**config.mk**
```make
export PLATFORM = sky130hd
export DESIGN_NAME = mem_arbiter_nch_flat
export DESIGN_NICKNAME = d
export VERILOG_FILES = /design/src/rtl/mem_arbiter_nch_if.sv /design/src/rtl/mem_arbiter_nch.sv /design/src/flat_wrapper.sv
export SDC_FILE = /design/constraint.sdc
export NUM_CORES = 1
export LEC_CHECK = 0
export CAP_MARGIN = 20
export CORE_AREA = 2 2 275 277
export DETAILED_ROUTE_END_ITERATION = 7
export DIE_AREA = 0 0 277 279
export PLACE_DENSITY = 0.39
export SYNTH_ARGS = -nofsm -noshare
export SYNTH_HDL_FRONTEND = slang
export SYNTH_SLANG_ARGS = --single-unit
```
**constraint.sdc**
```tcl
create_clock -name clk -period 5.8 [get_ports clk]
set_input_delay 0.87 -clock clk [delete_from_list [all_inputs] [get_ports clk]]
set_output_delay 0.87 -clock clk [all_outputs]
set_load 0.005 [all_outputs]
```
**src/rtl/mem_arbiter_nch_if.sv**
```systemverilog
// Requestor-side and memory-side signals of the N-channel memory arbiter.
// slave = arbiter view, master = environment (requestors + memory) view.
interface mem_arbiter_nch_if #(
    parameter int NCH   = 4,
    parameter int AW    = 22,
    parameter int DW    = 64,
    parameter int OUTST = 4
);
    localparam int OW = $clog2(OUTST) + 1;

    logic [NCH-1:0]    i_rd_req;
    logic [NCH*AW-1:0] i_rd_addr;
    logic [NCH-1:0]    o_rd_addr_ack;
    logic [NCH-1:0]    o_rd_ack;
    logic [DW-1:0]     o_rd_data;
    logic [NCH-1:0]    i_wr_req;
    logic [NCH*AW-1:0] i_wr_addr;
    logic [NCH*DW-1:0] i_wr_data;
    logic [NCH-1:0]    o_wr_addr_ack;
    logic [NCH-1:0]    o_wr_ack;
    logic              o_mem_rd_req;
    logic [AW-1:0]     o_mem_rd_addr;
    logic              i_mem_rd_addr_ack;
    logic              i_mem_rd_ack;
    logic [DW-1:0]     i_mem_data;
    logic              o_mem_wr_req;
    logic [AW-1:0]     o_mem_wr_addr;
    logic [DW-1:0]     o_mem_data;
    logic              i_mem_wr_addr_ack;
    logic              i_mem_wr_ack;
    logic [OW-1:0]     o_rd_outst;
    logic [1:0]        o_err;

    modport slave (
        input  i_rd_req, i_rd_addr, i_wr_req, i_wr_addr, i_wr_data,
               i_mem_rd_addr_ack, i_mem_rd_ack, i_mem_data,
               i_mem_wr_addr_ack, i_mem_wr_ack,
        output o_rd_addr_ack, o_rd_ack, o_rd_data, o_wr_addr_ack, o_wr_ack,
               o_mem_rd_req, o_mem_rd_addr, o_mem_wr_req, o_mem_wr_addr,
               o_mem_data, o_rd_outst, o_err
    );

    modport master (
        output i_rd_req, i_rd_addr, i_wr_req, i_wr_addr, i_wr_data,
               i_mem_rd_addr_ack, i_mem_rd_ack, i_mem_data,
               i_mem_wr_addr_ack, i_mem_wr_ack,
        input  o_rd_addr_ack, o_rd_ack, o_rd_data, o_wr_addr_ack, o_wr_ack,
               o_mem_rd_req, o_mem_rd_addr, o_mem_wr_req, o_mem_wr_addr,
               o_mem_data, o_rd_outst, o_err
    );
endinterface

```
**src/rtl/mem_arbiter_nch.sv**
```systemverilog
// N-channel arbiter onto a split read/write memory port. Read and write paths are two
// identical IDLE/GRANT arbiters, each routing completions back through an in-order tag FIFO.
module mem_arbiter_nch #(
    parameter int NCH       = 4,
    parameter int AW        = 22,
    parameter int DW        = 64,
    parameter int OUTST     = 4,
    parameter int PRIO_MODE = 0
) (
    input  logic             clk,
    input  logic             rst,
    mem_arbiter_nch_if.slave bus
);
    localparam int CW = $clog2(NCH);
    localparam int FW = $clog2(OUTST);

    typedef enum logic {IDLE, GRANT} state_t;

    // Index 0 is the read path, index 1 the write path.
    logic [NCH-1:0] req       [2];
    logic [AW-1:0]  addr      [2][NCH];
    logic [DW-1:0]  wdata     [NCH];
    logic           maddr_ack [2];
    logic           mack      [2];

    assign req[0]       = bus.i_rd_req;
    assign req[1]       = bus.i_wr_req;
    assign maddr_ack[0] = bus.i_mem_rd_addr_ack;
    assign maddr_ack[1] = bus.i_mem_wr_addr_ack;
    assign mack[0]      = bus.i_mem_rd_ack;
    assign mack[1]      = bus.i_mem_wr_ack;

    genvar gi;
    generate
        for (gi = 0; gi < NCH; gi++) begin : g_chan
            assign addr[0][gi] = bus.i_rd_addr[gi*AW +: AW];
            assign addr[1][gi] = bus.i_wr_addr[gi*AW +: AW];
            assign wdata[gi]   = bus.i_wr_data[gi*DW +: DW];
        end

        for (gi = 0; gi < 2; gi++) begin : g_path
            state_t         state_q;
            logic [CW-1:0]  g_q;
            logic [CW-1:0]  ptr_q;
            logic [CW-1:0]  win;
            logic           win_v;
            logic [NCH-1:0] rot;
            logic [CW-1:0]  tag_mem [OUTST];
            logic [FW-1:0]  wp_q;
            logic [FW-1:0]  rp_q;
            logic [FW:0]    cnt_q;
            logic           err_q;
            logic           grant;
            logic           accept;
            logic           pop;
            logic           can_grant;

            // Rotating the request vector by the pointer turns round-robin into a lowest-index search.
            always_comb begin
                win   = '0;
                win_v = 1'b0;
                rot   = NCH'({req[gi], req[gi]} >> ptr_q);
                for (int j = NCH - 1; j >= 0; j--) begin
                    if ((PRIO_MODE != 0) ? req[gi][j] : rot[j]) begin
                        win   = (PRIO_MODE != 0) ? CW'(j) : CW'((int'(ptr_q) + j) % NCH);
                        win_v = 1'b1;
                    end
                end
            end

            assign grant     = (state_q == GRANT);
            assign accept    = grant && req[gi][g_q] && maddr_ack[gi];
            assign pop       = mack[gi] && (cnt_q != '0);
            // A completion in the same cycle frees a slot, so a full FIFO does not stall that grant.
            assign can_grant = (cnt_q != (FW+1)'(OUTST)) || pop;

            always_ff @(posedge clk or posedge rst) begin
                if (rst) begin
                    state_q <= IDLE;
                    g_q     <= '0;
                    ptr_q   <= '0;
                    wp_q    <= '0;
                    rp_q    <= '0;
                    cnt_q   <= '0;
                    err_q   <= 1'b0;
                end else begin
                    if (mack[gi] && (cnt_q == '0)) err_q <= 1'b1;
                    if (pop)    rp_q <= rp_q + FW'(1);
                    if (accept) wp_q <= wp_q + FW'(1);
                    cnt_q <= cnt_q + (FW+1)'(accept) - (FW+1)'(pop);
                    case (state_q)
                        IDLE: begin
                            if (win_v && can_grant) begin
                                g_q     <= win;
                                state_q <= GRANT;
                            end
                        end
                        GRANT: begin
                            if (!req[gi][g_q]) begin
                                state_q <= IDLE;
                            end else if (maddr_ack[gi]) begin
                                ptr_q   <= (g_q == CW'(NCH - 1)) ? '0 : g_q + CW'(1);
                                state_q <= IDLE;
                            end
                        end
                        default: state_q <= IDLE;
                    endcase
                end
            end

            always_ff @(posedge clk) begin
                if (accept) tag_mem[wp_q] <= g_q;
            end

            if (gi == 0) begin : g_rd
                assign bus.o_mem_rd_req  = grant;
                assign bus.o_mem_rd_addr = grant ? addr[gi][g_q] : '0;
                assign bus.o_rd_addr_ack = accept ? (NCH'(1) << g_q) : '0;
                assign bus.o_rd_ack      = pop ? (NCH'(1) << tag_mem[rp_q]) : '0;
                assign bus.o_rd_data     = pop ? bus.i_mem_data : '0;
                assign bus.o_rd_outst    = cnt_q;
                assign bus.o_err[0]      = err_q;
            end else begin : g_wr
                assign bus.o_mem_wr_req  = grant;
                assign bus.o_mem_wr_addr = grant ? addr[gi][g_q] : '0;
                assign bus.o_mem_data    = grant ? wdata[g_q] : '0;
                assign bus.o_wr_addr_ack = accept ? (NCH'(1) << g_q) : '0;
                assign bus.o_wr_ack      = pop ? (NCH'(1) << tag_mem[rp_q]) : '0;
                assign bus.o_err[1]      = err_q;
            end
        end
    endgenerate
endmodule

```
**src/flat_wrapper.sv**
```systemverilog
// flat-port wrapper written by rule: the top's interface ports become plain ports
module mem_arbiter_nch_flat 
#(
    parameter int NCH       = 4,
    parameter int AW        = 22,
    parameter int DW        = 64,
    parameter int OUTST     = 4,
    parameter int PRIO_MODE = 0
)
  (clk, rst, bus_i_rd_req, bus_i_rd_addr, bus_i_wr_req, bus_i_wr_addr, bus_i_wr_data, bus_i_mem_rd_addr_ack, bus_i_mem_rd_ack, bus_i_mem_data, bus_i_mem_wr_addr_ack, bus_i_mem_wr_ack, bus_o_rd_addr_ack, bus_o_rd_ack, bus_o_rd_data, bus_o_wr_addr_ack, bus_o_wr_ack, bus_o_mem_rd_req, bus_o_mem_rd_addr, bus_o_mem_wr_req, bus_o_mem_wr_addr, bus_o_mem_data, bus_o_rd_outst, bus_o_err);
  mem_arbiter_nch_if #(.NCH(NCH), .AW(AW), .DW(DW), .OUTST(OUTST)) bus_i ();
  input  logic clk;
  input  logic rst;
  input wire logic [$bits(bus_i.i_rd_req)-1:0] bus_i_rd_req;
  input wire logic [$bits(bus_i.i_rd_addr)-1:0] bus_i_rd_addr;
  input wire logic [$bits(bus_i.i_wr_req)-1:0] bus_i_wr_req;
  input wire logic [$bits(bus_i.i_wr_addr)-1:0] bus_i_wr_addr;
  input wire logic [$bits(bus_i.i_wr_data)-1:0] bus_i_wr_data;
  input wire logic [$bits(bus_i.i_mem_rd_addr_ack)-1:0] bus_i_mem_rd_addr_ack;
  input wire logic [$bits(bus_i.i_mem_rd_ack)-1:0] bus_i_mem_rd_ack;
  input wire logic [$bits(bus_i.i_mem_data)-1:0] bus_i_mem_data;
  input wire logic [$bits(bus_i.i_mem_wr_addr_ack)-1:0] bus_i_mem_wr_addr_ack;
  input wire logic [$bits(bus_i.i_mem_wr_ack)-1:0] bus_i_mem_wr_ack;
  output wire logic [$bits(bus_i.o_rd_addr_ack)-1:0] bus_o_rd_addr_ack;
  output wire logic [$bits(bus_i.o_rd_ack)-1:0] bus_o_rd_ack;
  output wire logic [$bits(bus_i.o_rd_data)-1:0] bus_o_rd_data;
  output wire logic [$bits(bus_i.o_wr_addr_ack)-1:0] bus_o_wr_addr_ack;
  output wire logic [$bits(bus_i.o_wr_ack)-1:0] bus_o_wr_ack;
  output wire logic [$bits(bus_i.o_mem_rd_req)-1:0] bus_o_mem_rd_req;
  output wire logic [$bits(bus_i.o_mem_rd_addr)-1:0] bus_o_mem_rd_addr;
  output wire logic [$bits(bus_i.o_mem_wr_req)-1:0] bus_o_mem_wr_req;
  output wire logic [$bits(bus_i.o_mem_wr_addr)-1:0] bus_o_mem_wr_addr;
  output wire logic [$bits(bus_i.o_mem_data)-1:0] bus_o_mem_data;
  output wire logic [$bits(bus_i.o_rd_outst)-1:0] bus_o_rd_outst;
  output wire logic [$bits(bus_i.o_err)-1:0] bus_o_err;
  assign bus_i.i_rd_req = bus_i_rd_req;
  assign bus_i.i_rd_addr = bus_i_rd_addr;
  assign bus_i.i_wr_req = bus_i_wr_req;
  assign bus_i.i_wr_addr = bus_i_wr_addr;
  assign bus_i.i_wr_data = bus_i_wr_data;
  assign bus_i.i_mem_rd_addr_ack = bus_i_mem_rd_addr_ack;
  assign bus_i.i_mem_rd_ack = bus_i_mem_rd_ack;
  assign bus_i.i_mem_data = bus_i_mem_data;
  assign bus_i.i_mem_wr_addr_ack = bus_i_mem_wr_addr_ack;
  assign bus_i.i_mem_wr_ack = bus_i_mem_wr_ack;
  assign bus_o_rd_addr_ack = bus_i.o_rd_addr_ack;
  assign bus_o_rd_ack = bus_i.o_rd_ack;
  assign bus_o_rd_data = bus_i.o_rd_data;
  assign bus_o_wr_addr_ack = bus_i.o_wr_addr_ack;
  assign bus_o_wr_ack = bus_i.o_wr_ack;
  assign bus_o_mem_rd_req = bus_i.o_mem_rd_req;
  assign bus_o_mem_rd_addr = bus_i.o_mem_rd_addr;
  assign bus_o_mem_wr_req = bus_i.o_mem_wr_req;
  assign bus_o_mem_wr_addr = bus_i.o_mem_wr_addr;
  assign bus_o_mem_data = bus_i.o_mem_data;
  assign bus_o_rd_outst = bus_i.o_rd_outst;
  assign bus_o_err = bus_i.o_err;
  mem_arbiter_nch #(.NCH(NCH), .AW(AW), .DW(DW), .OUTST(OUTST), .PRIO_MODE(PRIO_MODE)) u_core (.clk(clk), .rst(rst), .bus(bus_i));
endmodule
```
==> results of run 1 <==
-- worst paths after layout --
| kind | slack (ns) | startpoint | end | depth (start not counted) |
|---|---|---|---|---|
| hold reg to reg | 0.46 | u_core.g_path[1].err_q | u_core.g_path[1].err_q | 1 |
| setup reg to reg | 3.07 | u_core.g_path[1].g_q[1] | u_core.g_path[1].cnt_q[2] | 6 |
| hold / removal | 0.46 | u_core.g_path[1].err_q | u_core.g_path[1].err_q | 1 |
| min in group asynchronous | 0.97 | rst | u_core.g_path[0].rp_q[0] | 3 |
| max in group asynchronous | 4.49 | rst | u_core.g_path[1].g_q[0] | 3 |
| setup / recovery | 1.89 | u_core.g_path[1].g_q[1] | bus_o_mem_wr_addr[2] | 4 |
-- flip-flops by register name, summed over array words and instances, names as in the netlist --
signal                   count
u_core.bus.o_mem_rd_req      1
u_core.bus.o_mem_wr_req      1
u_core.bus.o_rd_outst        3
u_core.g_path.cnt_q          3
u_core.g_path.err_q          2
u_core.g_path.g_q            4
u_core.g_path.ptr_q          4
u_core.g_path.rp_q           4
u_core.g_path.tag_mem       16
u_core.g_path.wp_q           4
-- synthesized netlist by cell type (2+ instances only) --
cell type | number | area [sq um]
sky130_fd_sc_hd__xor2_1 | 2 | 17.52
sky130_fd_sc_hd__nor4b_1 | 2 | 17.52
sky130_fd_sc_hd__nand2b_1 | 3 | 18.77
sky130_fd_sc_hd__nand3_1 | 2 | 10.01
sky130_fd_sc_hd__ha_1 | 19 | 237.7
sky130_fd_sc_hd__a21o_1 | 2 | 15.01
sky130_fd_sc_hd__a21oi_1 | 6 | 30.03
sky130_fd_sc_hd__o21ai_1 | 2 | 10.01
sky130_fd_sc_hd__buf_6 | 4 | 45.04
sky130_fd_sc_hd__buf_2 | 14 | 70.07
sky130_fd_sc_hd__o21ai_0 | 10 | 50.05
sky130_fd_sc_hd__and2_1 | 187 | 1170
sky130_fd_sc_hd__xnor2_1 | 7 | 61.31
sky130_fd_sc_hd__nor4_1 | 2 | 12.51
sky130_fd_sc_hd__and3_1 | 3 | 18.77
sky130_fd_sc_hd__nor2b_1 | 6 | 37.54
sky130_fd_sc_hd__fa_1 | 2 | 40.04
sky130_fd_sc_hd__a221oi_1 | 2 | 17.52
sky130_fd_sc_hd__a31o_2 | 2 | 17.52
sky130_fd_sc_hd__clkbuf_1 | 28 | 105.1
sky130_fd_sc_hd__nand2_1 | 13 | 48.80
sky130_fd_sc_hd__o22ai_1 | 2 | 12.51
sky130_fd_sc_hd__mux4_2 | 114 | 2567
sky130_fd_sc_hd__nor3_1 | 5 | 25.02
sky130_fd_sc_hd__inv_1 | 21 | 78.83
sky130_fd_sc_hd__buf_4 | 4 | 30.03
sky130_fd_sc_hd__edfxtp_1 | 16 | 480.5
sky130_fd_sc_hd__o22a_1 | 2 | 17.52
sky130_fd_sc_hd__nor2_1 | 6 | 22.52
sky130_fd_sc_hd__nor3b_1 | 2 | 15.01
sky130_fd_sc_hd__dfrtp_1 | 26 | 650.6
-- worst register-to-register path: cells and delay by family, from the launching register on --
family | cells | cell delay, ns
mux | 1 | 0.44
fa+ha+maj | 2 | 0.62
xor+xnor | 1 | 0.13
simple gates | 1 | 0.20
buf+inv | 1 | 0.20
flops | 1 | 1.04
-- report_power, final --
group | total [W] | switching (W) | leakage, nW | internal [W]
logic | 0.00359 | 0.00133 | 4.44 | 0.00226
registers | 0.000759 | 0.000324 | 0.444 | 0.000435
clock network | 0.000384 | 0.000136 | 0.0941 | 0.000248
total | 0.00473 | 0.00179 | 4.98 | 0.00295
-- layout make-up --
type,instances,area [sq um]
antenna,10,25.02
clock buffer,5,125.1
clock inverter,3,68.82
fill,8140,59690
inverter,21,78.83
multi-input combinational,409,4571
sequential,42,1141
tap,969,1212
timing repair buffer,715,7154
-- metal layers --
layer	track usage	part of all wire	vias to the layer above
li1	-	-	3295
met1	0.1202	0.34	3490
met2	0.2371	0.55	461
met3	0.04083	0.085	48
met4	0.03331	0.023	12
met5	0	0.0016	-
-- stage by stage --
step / area [sq um] / setup WS [ns] / hold WS, ns / power (W)
floorplan: 6023 / 3.011 / 0.4289 / 0.002424
global placement: 14140 / 1.852 / 0.4476 / 0.004460
detailed placement: 14140 / 1.719 / 0.4534 / 0.004472
CTS: 14330 / 1.719 / 0.4678 / 0.004879
global route: 14370 / 1.734 / 0.4968 / 0.005081
finish: 14380 / 1.886 / 0.4579 / 0.004732
-- cells by family after synthesis --
kind of cell / Yosys count / synth area share
adder cells (fa/ha/maj): 21 / 0.04612
AND/OR/NAND/NOR: 233 / 0.2351
AO/OA/AOI/OAI: 28 / 0.02825
flip-flops: 42 / 0.1878
buffers and inverters: 71 / 0.05463
XOR/XNOR: 10 / 0.01579
multiplexers: 117 / 0.4323
==> flow_metrics.env, run 1 <==
export IMPL_fraction_of_the_yosys_area_taken_by_sequential_cells=0.1878
export IMPL_grt_pass1_vias=8017
export IMPL_netlist_area_before_placement_sq_um=6023
export IMPL_overflow=0
export IMPL_resized_gates_after_cts=0
export IMPL_postCtsSetupBuffers=0
export IMPL_synthToLayoutAreaGrowth_pct=138.7
export IMPL_antenna_found_initial=22
export IMPL_synth_async_reset_ratio=0.6190
export IMPL_core_area_sq_um=74070
export IMPL_clock_latency_ns=0.30
export IMPL_cp_end_kind="output pin"
export IMPL_place_inst=2155
export IMPL_design_die_area_sq_um=77280
export IMPL_cp_top_family="flip-flops"
export IMPL_cp_cell_sequence="buf_4 -> mux4_2 -> and2_1 -> clkdlybuf4s50_1"
export IMPL_row_count=100
export IMPL_status="finished, final reports clean"
export IMPL_dieWidth_um=277
export IMPL_final_min_period_over_clock_period=0.6749
export IMPL_drt_first_pass_iters=4
export IMPL_post_synth_cell_area_avg_sq_um=11.54
export IMPL_global_route_wire_length_before_repair_mm=65.60
export IMPL_syn_nets=1053
export IMPL_final_layout_size_suffix_gt1_frac=0.1205
export IMPL_leakagePower_nw=4.978
export IMPL_hpwl_mm=43.39
export IMPL_cts_root_buf="sky130_fd_sc_hd__clkbuf_16"
export IMPL_post_synth_num_cell_types=37
export IMPL_dr_total_vias=7306
export IMPL_worstSetupPathType="register to output pin"
export IMPL_final_setup_skew_ns=0.005881
export IMPL_route_antenna_remaining_nets=0
export IMPL_clock_path_buffers=2
export IMPL_tritoncts="yes"
export IMPL_hold_class="register to register"
export IMPL_max_slew_margin_rel=0.2956
export IMPL_critical_path_arrival_ns=3.04
export IMPL_layout_commonest_cell="sky130_fd_sc_hd__clkdlybuf4s50_1"
export IMPL_synth_cells=522
export IMPL_critical_path_peak_fanout=60
export IMPL_peakVddDrop_mv=0.1834
export IMPL_die_height_um=279
export IMPL_totalNegativeSetupSlack_ns=0
export IMPL_grt_setup_unrepaired="false"
export IMPL_cts_hold_buffers_added=0
export IMPL_final_hold_violation_count=0
export IMPL_power_density_nw_per_um2=329.1
export IMPL_finalSetupViolCount=0
export IMPL_cts_max_level=2
export IMPL_grt_start_max_net_pins=68
export IMPL_slowest_stage="sky130_fd_sc_hd__dfrtp_4"
export IMPL_avgRoutedWirePerCell_um=22.32
export IMPL_cts_buffers_inserted=5
export IMPL_final_max_slew_violation_count=0
export IMPL_fmax_mhz=255.5
export IMPL_startpoint_kind_of_the_worst_setup_timing_path="register"
export IMPL_remaining_drc_errors=0
export IMPL_initial_drc_count=201
export IMPL_timing_final_crit_period_ns=3.914
export IMPL_critPathMaxStageDelay_ns=1.04
export IMPL_cp_required_ns=4.93
export IMPL_commonest_cells_after_routing_fill_and_taps_aside="sky130_fd_sc_hd__clkdlybuf4s50_1 (704), sky130_fd_sc_hd__and2_1 (187), sky130_fd_sc_hd__mux4_2 (114)"
export IMPL_ios=705
export IMPL_fin_nets=1725
export IMPL_grtUsageTotal=0.1211
export IMPL_max_slew_worst_pin_slew_ns=1.057
export IMPL_synth_yosys_warnings=0
export IMPL_timing_max_cap_violations=0
export IMPL_layout_core_utilization=0.1941
export IMPL_place_congestion=0.8628
export IMPL_io_buffer_count=704
export IMPL_finalNonFillerCells=2174
export IMPL_initial_core_util=0.08132
export IMPL_cts_sinks=42
export IMPL_synth_top_flop_cell="sky130_fd_sc_hd__dfrtp_1"
export IMPL_synth_seq_cells=42
export IMPL_vias_per_cell=3.361
export IMPL_finalWirelength_mm=48.52
export IMPL_buffering_stage_count_on_the_worst_path_with_inverters_included=2
export IMPL_synth_edf_count=16
export IMPL_cts_reportedPaths_clkPinSlew_ns=0.07
(Power assumes the default switching activity.)
==> inputs of run 2 (changes only) <==
Settings changed: CORE_AREA 2 2 275 277 to 2 2 276 278, DIE_AREA 0 0 277 279 to 0 0 278 280.
Clock period 5.8 ns to 3.7 ns, I/O delays scaled along.
==> run 2 against run 1 <==
  * Clock power increased by 39%
  * Die area is 0.72% higher
  * Largest power group unchanged
  * Flip-flop and latch count unchanged
  * Total power is 57% higher
  * Critical endpoint is now bus_o_wr_addr_ack[3]
==> flow_metrics.env, run 2 (synthesis results as in run 1) <==
export IMPL_max_slew_worst_pin_slew_ns=0.8012
export IMPL_grt_start_max_net_pins=68
export IMPL_hold_class="register to register"
export IMPL_avgRoutedWirePerCell_um=22.00
export IMPL_finalSetupViolCount=0
export IMPL_clock_latency_ns=0.30
export IMPL_final_hold_violation_count=0
export IMPL_clock_path_buffers=2
export IMPL_layout_core_utilization=0.1916
export IMPL_row_count=101
export IMPL_status="finished, final reports clean"
export IMPL_route_antenna_remaining_nets=0
export IMPL_leakagePower_nw=4.993
export IMPL_cts_sinks=42
export IMPL_largest_register_ffs=16
export IMPL_resized_gates_after_cts=0
export IMPL_tritoncts="yes"
export IMPL_worstSetupPathType="primary input to output pin"
export IMPL_largest_register="u_core.g_path.tag_mem"
export IMPL_cts_hold_buffers_added=0
export IMPL_synthToLayoutAreaGrowth_pct=139.2
export IMPL_finalWirelength_mm=48.07
export IMPL_dieWidth_um=278
export IMPL_global_route_wire_length_before_repair_mm=64.69
export IMPL_final_min_period_over_clock_period=0.8542
export IMPL_design_die_area_sq_um=77840
export IMPL_cts_root_buf="sky130_fd_sc_hd__clkbuf_16"
export IMPL_cp_required_ns=3.14
export IMPL_grt_setup_unrepaired="false"
export IMPL_cp_end_kind="output pin"
export IMPL_layout_commonest_cell="sky130_fd_sc_hd__clkdlybuf4s50_1"
export IMPL_cts_buffers_inserted=5
export IMPL_final_layout_size_suffix_gt1_frac=0.1241
export IMPL_layout_area_seq_sq_um=1144
export IMPL_totalNegativeSetupSlack_ns=0
export IMPL_die_height_um=280
export IMPL_postCtsSetupBuffers=0
export IMPL_finalHoldWorstSlack_ns=0.4638
export IMPL_final_max_slew_violation_count=0
export IMPL_grtUsageTotal=0.1188
export IMPL_dr_total_vias=7325
export IMPL_startpoint_kind_of_the_worst_setup_timing_path="primary input"
export IMPL_critical_path_arrival_ns=2.61
export IMPL_multi_input_gate_area_sq_um=4571
export IMPL_r2r_worst_path_cells=6
export IMPL_final_setup_skew_ns=0.01548
export IMPL_grt_pass1_vias=8035
export IMPL_initial_drc_count=198
export IMPL_fmax_mhz=316.4
export IMPL_fin_nets=1731
export IMPL_core_area_sq_um=75190
export IMPL_cts_max_level=2
export IMPL_power_density_nw_per_um2=515.0
export IMPL_antenna_found_initial=29
export IMPL_p_total_w=0.007422
export IMPL_peakVddDrop_mv=0.2522
export IMPL_ios=705
export IMPL_vias_per_cell=3.352
export IMPL_commonest_cells_after_routing_fill_and_taps_aside="sky130_fd_sc_hd__clkdlybuf4s50_1 (704), sky130_fd_sc_hd__and2_1 (187), sky130_fd_sc_hd__mux4_2 (114)"
export IMPL_timing_max_cap_violations=0
export IMPL_critical_path_peak_fanout=7
export IMPL_overflow=0
export IMPL_max_slew_margin_rel=0.4659
export IMPL_fillers=8212
export IMPL_min_path_cells=1
export IMPL_cts_reportedPaths_clkPinSlew_ns=0.06
export IMPL_drt_first_pass_iters=4
export IMPL_initial_core_util=0.08011
export IMPL_timing_final_crit_period_ns=3.161
export IMPL_io_buffer_count=704
export IMPL_place_congestion=0.8258
export IMPL_remaining_drc_errors=0
export IMPL_hpwl_mm=43.14
## run 2: layout make-up
class | count | area share
clock inverter | 2 | 0.002605
multi-input combinational | 409 | 0.3172
sequential | 42 | 0.07936
tap | 978 | 0.08492
clock buffer | 6 | 0.008943
antenna | 6 | 0.001042
timing repair buffer | 721 | 0.5005
inverter | 21 | 0.005470
## run 2: through the flow
stage / instance area (sq um) / worst slack [ns] / instances
global route: 14400 / 0.3428 / 2181
finish: 14410 / 0.5394 / 2185
floorplan: 6023 / 1.387 / 522
detailed placement: 14230 / 0.4647 / 2171
global placement: 14230 / 0.4499 / 2171
CTS: 14400 / 0.4277 / 2179
## run 2: final timing paths
kind | from | end | slack [ns]
setup / recovery | bus_i_wr_req[2] | bus_o_wr_addr_ack[3] | 0.54
hold / removal | u_core.g_path[0].err_q | u_core.g_path[0].err_q | 0.46
setup reg to reg | u_core.g_path[1].g_q[0] | u_core.g_path[1].cnt_q[2] | 1.11
hold reg to reg | u_core.g_path[0].err_q | u_core.g_path[0].err_q | 0.46
max in group asynchronous | rst | u_core.g_path[0].g_q[0] | 2.71
min in group asynchronous | rst | u_core.g_path[1].ptr_q[0] | 0.63
## run 2: power by group
group          total (W)  internal, W  switching [W]  leakage (nW)
registers        0.00108     0.000689       0.000389         0.444
clock network   0.000532     0.000320       0.000212        0.0771
logic            0.00581      0.00358        0.00223          4.47
total            0.00742      0.00459        0.00283          4.99
## run 2: worst max-delay path, cell delays in order
cell	delay [ns]
sky130_fd_sc_hd__clkdlybuf4s50_1	0.51
sky130_fd_sc_hd__mux4_2	0.51
sky130_fd_sc_hd__and3_1	0.33
sky130_fd_sc_hd__and2_1	0.22
sky130_fd_sc_hd__clkdlybuf4s50_1	0.47
## run 2: layer usage
metal | up-vias | wire, um | part of all wire | GRT usage
met5 | - | 141 | 0.0029 | 0
met4 | 20 | 959 | 0.020 | 0.02800
met3 | 61 | 5076 | 0.11 | 0.04680
met2 | 491 | 25080 | 0.52 | 0.2244
met1 | 3456 | 16810 | 0.35 | 0.1219
li1 | 3297 | - | - | -
